`src/rtl/wb_pkg.sv`:
```
// wb_pkg: shared Wishbone bus constants, request bundle type and index-width helper
package wb_pkg;

    localparam int WB_DW_DEF  = 32;
    localparam int WB_AW_DEF  = 30;
    localparam int WB_DW_MAX  = 64;
    localparam int WB_AW_MAX  = 64;
    localparam int WB_SEL_MAX = WB_DW_MAX / 8;

    typedef struct packed {
        logic                  we;
        logic [WB_AW_MAX-1:0]  addr;
        logic [WB_DW_MAX-1:0]  data;
        logic [WB_SEL_MAX-1:0] sel;
    } wb_req_t;

    // Width of a storage index for a given depth, never narrower than one bit
    function automatic int idx_w(input int depth);
        return (depth > 2) ? $clog2(depth) : 1;
    endfunction

endpackage

```
`src/rtl/wb_resp_pipe.sv`:
```
// wb_resp_pipe: LAT-deep valid/we/err/data response pipeline; dropping i_cyc discards everything in flight
module wb_resp_pipe #(
    parameter int DW  = 32,
    parameter int LAT = 1
) (
    input  logic          i_clk,
    input  logic          i_rst_n,
    input  logic          i_cyc,
    input  logic          i_push,
    input  logic          i_we,
    input  logic          i_err,
    input  logic [DW-1:0] i_data,
    output logic          o_ack,
    output logic          o_err,
    output logic [DW-1:0] o_data
);

    logic [LAT-1:0]    v_q, we_q, err_q, v_d, we_d, err_d;
    logic [LAT*DW-1:0] data_q, data_d;

    // Shift one stage per cycle; a low i_cyc flushes every stage
    always_comb begin
        v_d    = i_cyc ? LAT'({v_q, i_push}) : '0;
        we_d   = LAT'({we_q, i_we});
        err_d  = LAT'({err_q, i_err});
        data_d = (LAT*DW)'({data_q, i_data});
    end

    // Pipeline registers, cleared asynchronously by reset
    always_ff @(posedge i_clk or negedge i_rst_n) begin
        if (!i_rst_n) begin
            v_q    <= '0;
            we_q   <= '0;
            err_q  <= '0;
            data_q <= '0;
        end else begin
            v_q    <= v_d;
            we_q   <= we_d;
            err_q  <= err_d;
            data_q <= data_d;
        end
    end

    // Responses surface only while the bus cycle is still open
    assign o_ack  = i_cyc & v_q[LAT-1] & ~err_q[LAT-1];
    assign o_err  = i_cyc & v_q[LAT-1] & err_q[LAT-1];
    assign o_data = (o_ack & ~we_q[LAT-1]) ? data_q[LAT*DW-1 -: DW] : '0;

endmodule

```
`src/rtl/wb_reg_slave.sv`:
```
// wb_reg_slave: pipelined Wishbone B4 register-file slave with byte lanes and LAT-cycle ack.
// Define WB_REG_SLAVE_ADDR_ERR_EN to answer out-of-range addresses with o_wb_err instead of aliasing.
module wb_reg_slave
    import wb_pkg::*;
#(
    parameter int DW    = WB_DW_DEF,
    parameter int AW    = WB_AW_DEF,
    parameter int DEPTH = 16,
    parameter int LAT   = 1
) (
    input  logic            i_clk,
    input  logic            i_rst_n,
    input  logic            i_wb_cyc,
    input  logic            i_wb_stb,
    input  logic            i_wb_we,
    input  logic [AW-1:0]   i_wb_addr,
    input  logic [DW-1:0]   i_wb_data,
    input  logic [DW/8-1:0] i_wb_sel,
    output logic            o_wb_stall,
    output logic            o_wb_ack,
    output logic            o_wb_err,
    output logic [DW-1:0]   o_wb_data,
    output logic [7:0]      o_leds
);

    localparam int IW = idx_w(DEPTH);
    localparam int NB = DW / 8;

    logic          stall_q;
    logic [7:0]    leds_q;
    logic [DW-1:0] mem_q [DEPTH];
    logic [DW-1:0] rd_d;
    logic [IW-1:0] idx;
    logic          accept, addr_err;

    assign idx    = i_wb_addr[IW-1:0];
    assign accept = i_wb_cyc & i_wb_stb & ~stall_q;
    assign rd_d   = mem_q[idx];

`ifdef WB_REG_SLAVE_ADDR_ERR_EN
    assign addr_err = i_wb_addr >= AW'(DEPTH);
`else
    logic unused_addr;
    assign unused_addr = ^i_wb_addr;
    assign addr_err    = 1'b0;
`endif

    // Stall for the single cycle after reset release; latch last accepted op on the LEDs
    always_ff @(posedge i_clk or negedge i_rst_n) begin
        if (!i_rst_n) begin
            stall_q <= 1'b1;
            leds_q  <= '0;
        end else begin
            stall_q <= 1'b0;
            if (accept) leds_q <= {i_wb_we, 7'(i_wb_addr)};
        end
    end

    // Storage: word i resets to i; accepted writes commit immediately, per enabled byte lane
    always_ff @(posedge i_clk or negedge i_rst_n) begin
        if (!i_rst_n) begin
            for (int i = 0; i < DEPTH; i++) mem_q[i] <= DW'(i);
        end else if (accept && i_wb_we && !addr_err) begin
            for (int b = 0; b < NB; b++)
                if (i_wb_sel[b]) mem_q[idx][8*b +: 8] <= i_wb_data[8*b +: 8];
        end
    end

    wb_resp_pipe #(.DW(DW), .LAT(LAT)) u_pipe (
        .i_clk   (i_clk),
        .i_rst_n (i_rst_n),
        .i_cyc   (i_wb_cyc),
        .i_push  (accept),
        .i_we    (i_wb_we),
        .i_err   (addr_err),
        .i_data  (rd_d),
        .o_ack   (o_wb_ack),
        .o_err   (o_wb_err),
        .o_data  (o_wb_data)
    );

    assign o_wb_stall = stall_q;
    assign o_leds     = leds_q;

endmodule

```
`config.mk`:
```
export PLATFORM = sky130hd
export DESIGN_NAME = wb_reg_slave
export DESIGN_NICKNAME = d
export VERILOG_FILES = /design/src/rtl/wb_pkg.sv /design/src/rtl/wb_resp_pipe.sv /design/src/rtl/wb_reg_slave.sv
export SDC_FILE = /design/constraint.sdc
export NUM_CORES = 1
export LEC_CHECK = 0
export ABC_AREA = 0
export CORE_MARGIN = 5
export CORE_UTILIZATION = 61
export DETAILED_ROUTE_END_ITERATION = 16
export PLACE_DENSITY_LB_ADDON = 0.1
export SYNTH_ARGS = -nofsm -noshare
export SYNTH_HDL_FRONTEND = slang
export SYNTH_SLANG_ARGS = --single-unit
export TNS_END_PERCENT = 5
```
`constraint.sdc`:
```
create_clock -name i_clk -period 2.2 [get_ports i_clk]
set_input_delay 0.44 -clock i_clk [delete_from_list [all_inputs] [get_ports i_clk]]
set_output_delay 0.44 -clock i_clk [all_outputs]
set_load 0.01 [all_outputs]
```
==> impl_metrics.env <==
export IMPL_place_congestion=0.807
export IMPL_clockBufferDepth=3
export IMPL_path_class="primary input to primary output"
export IMPL_r2r_slack_ns=0.33
export IMPL_fin_worst_skew_ns=0.0146
export IMPL_synth_edf_count=0
export IMPL_p_int_w=0.0172
export IMPL_end_kind="primary output"
export IMPL_fin_ws_ns=-0.0692
export IMPL_power_total_w=0.0222
export IMPL_ys_ff_latch=555
export IMPL_layout_common_cells="522 x dfrtp_1, 488 x mux2_2, 128 x mux4_2"
export IMPL_first_pass_iters=5
export IMPL_cts_tree="done"
export IMPL_path_clk_slew_ns=0.06
export IMPL_synth_async_sr_flop_share=1.00
export IMPL_antenna_found_initial=0
export IMPL_wl_per_cell_um=24.7
export IMPL_area_delta_synth_final_pct=21.1
export IMPL_first_global_vias=15600
export IMPL_layout_drive_gt1_share=0.582
export IMPL_slew_headroom=0.288
export IMPL_drtAntennaViolNets=0
export IMPL_cts_sinks=555
export IMPL_multi_input_area_sq_um=10600
export IMPL_drt_iter0_markers=821
export IMPL_overflow=0
export IMPL_p_sw_w=0.00496
export IMPL_rsz0062_at_grt="yes"
export IMPL_ys_seq_area_frac=0.557
export IMPL_vias_per_cell=6.14
export IMPL_clkPwrFrac=0.419
export IMPL_period_share=1.03
export IMPL_synthCells=1535
export IMPL_grt_pass1_wl_um=92000
export IMPL_fmax_ghz=0.441
export IMPL_violations="setup timing"
export IMPL_gr_usage_all_layers=0.265
export IMPL_cp_data_required_time_ns=1.76
export IMPL_dieHeight_um=212
export IMPL_worst_slew_pin_slew_ns=1.07
export IMPL_synthTopCellsByArea="dfrtp_1 52%, mux2_2 22%, mux4_2 12%"
export IMPL_combPwrFrac=0.085
export IMPL_synth_ff_type="dfrtp_1"
export IMPL_fp_dieW_um=212
export IMPL_io_buffer_count=89
export IMPL_dpl_hpwl_um=36500
export IMPL_hold_ws_ns=0.338
export IMPL_arrival_ns=1.83
export IMPL_leakage_nw=14.6
export IMPL_worstPathMaxFanout=6
export IMPL_post_dp_cell_area_sq_um=28300
export IMPL_p_per_area_nw_per_um2=733
export IMPL_vias=14200
export IMPL_yosysTopAreaCell="dfrtp_1"
export IMPL_drv_cap=0
export IMPL_finalNetCount=1804
export IMPL_drc_errors=0
export IMPL_synth_top_area_share=0.522
export IMPL_final_common_cell="dfrtp_1"
export IMPL_finalInstanceArea_sq_um=30300
export IMPL_status="finished with violations"
export IMPL_worstHoldPathType="primary input to register"
export IMPL_insertion_delay_ns=0.59
export IMPL_n_antenna_cell=0
export IMPL_slew_viol_final=0
export IMPL_fp_row_count=74
export IMPL_grt_max_degree=88
export IMPL_start_util=0.615
export IMPL_ir_drop_v=0.000666
export IMPL_min_period_ns=2.27
export IMPL_cts_buffers=56
export IMPL_regArea_sq_um=13900
export IMPL_switching_share=0.224
export IMPL_htreeDepth=2
export IMPL_syn_cell_area_sq_um=25000
export IMPL_p_seq_frac=0.496
export IMPL_synth_cell_types=29
export IMPL_setup_viol=32
export IMPL_fp_dieArea_sq_um=45100
export IMPL_drt_wl_total_um=57100
export IMPL_hold_viol=0
export IMPL_root_buffer="clkbuf_16"
export IMPL_start_kind="primary input"
export IMPL_nFillCells=2476
export IMPL_ys_warn_count=0
export IMPL_boundaryPins=114
export IMPL_core_area_sq_um=40600
export IMPL_avgSynthCellArea_sq_um=16.3
## state kept, by name, summed over array words and instances, names as in the netlist
signal and flops:
u_pipe.we_q 1, mem_q 512, u_pipe.data_q 32, o_leds 8, u_pipe.v_q 1, o_wb_stall 1
## cells in the mapped netlist, types with 4 or more instances
cell type and n:
a22oi_1 64, and2_1 34, and4b_1 5, buf_2 34
buf_4 9, buf_6 4, clkbuf_1 63, dfrtp_1 522
dfstp_2 33, mux2_1 28, mux2_2 488, mux4_2 128
nand2_1 32, nand3_2 56, nand3_4 8, nor4b_4 4
nor4bb_1 4
## power groups by stage
stage,Combinational (W),Sequential (W),Clock (W)
5_1_grt,0.00206,0.0111,0.00997
4_1_cts,0.00192,0.0110,0.00949
3_5_place_dp,0.00190,0.0112,0
2_1_floorplan,0.00108,0.0111,0
3_3_place_gp,0.00184,0.0111,0
6_report,0.00189,0.0110,0.00930
## worst paths after layout
path,startpoint,to,cells after the start
max in group asynchronous,i_rst_n,mem_q[211],4
max reg2reg,o_wb_stall,mem_q[383],5
min in group asynchronous,i_rst_n,u_pipe.data_q[27],2
min reg2reg,o_leds[7],o_leds[7],1
max,i_wb_cyc,o_wb_data[22],7
min,i_wb_we,u_pipe.we_q,1
## critical path, stage by stage
cell and delay, ns:
clkdlybuf4s50_1 0.48, and2_4 0.15, nor2b_4 0.18, buf_12 0.16, buf_16 0.16, and2_4 0.15
buf_6 0.09
## what timing repair did
item                       CTS  global route
hold buffers                 1             0
gates resized for setup    173             5
setup endpoints to repair   32            33
setup buffers                3             0
cloned                       3             0
hold endpoints to repair    24             0
pin swaps                   29             0
## area by class of cell
type	count	share of cell area
Clock buffer	92	0.0577
Clock inverter	10	0.00248
Inverter	1	0.000124
Multi-Input combinational cell	866	0.351
Sequential cell	555	0.460
Tap cell	532	0.0220
Timing Repair Buffer	253	0.107
## per-layer routing
metal	track usage	share of wire	routed length, um	vias up
li1	-	-	-	6183
met1	0.383	0.44	25000	7675
met2	0.431	0.50	28500	248
met3	0.0457	0.039	2230	79
met4	0.0620	0.023	1330	0
met5	0	0	0	-
## stage by stage
step / setup WS (ns) / util / TNS, ns / std cells
after floorplan: 0.306 / - / 0 / 1536
after global placement: -0.441 / 0.697 / -102.01 / 2201
after detailed placement: -0.408 / 0.697 / -108.66 / 2201
after CTS: -0.0701 / 0.745 / -1.62 / 2309
after global routing: -0.128 / 0.745 / -3.46 / 2309
final: -0.0692 / 0.745 / -1.31 / 2309
## cells by family (layout without fill, tap and decap cells)
kind of cell,Yosys count,in the layout,synth area share
buffers and inverters,115,356,0.0216
other,1,2,0.000150
AOI/OAI and AO/OA,65,65,0.0195
DFF,555,555,0.557
and+or+nand+nor,152,152,0.0521
muxes,647,647,0.349
No activity file was read; power rests on OpenSTA's default activity.
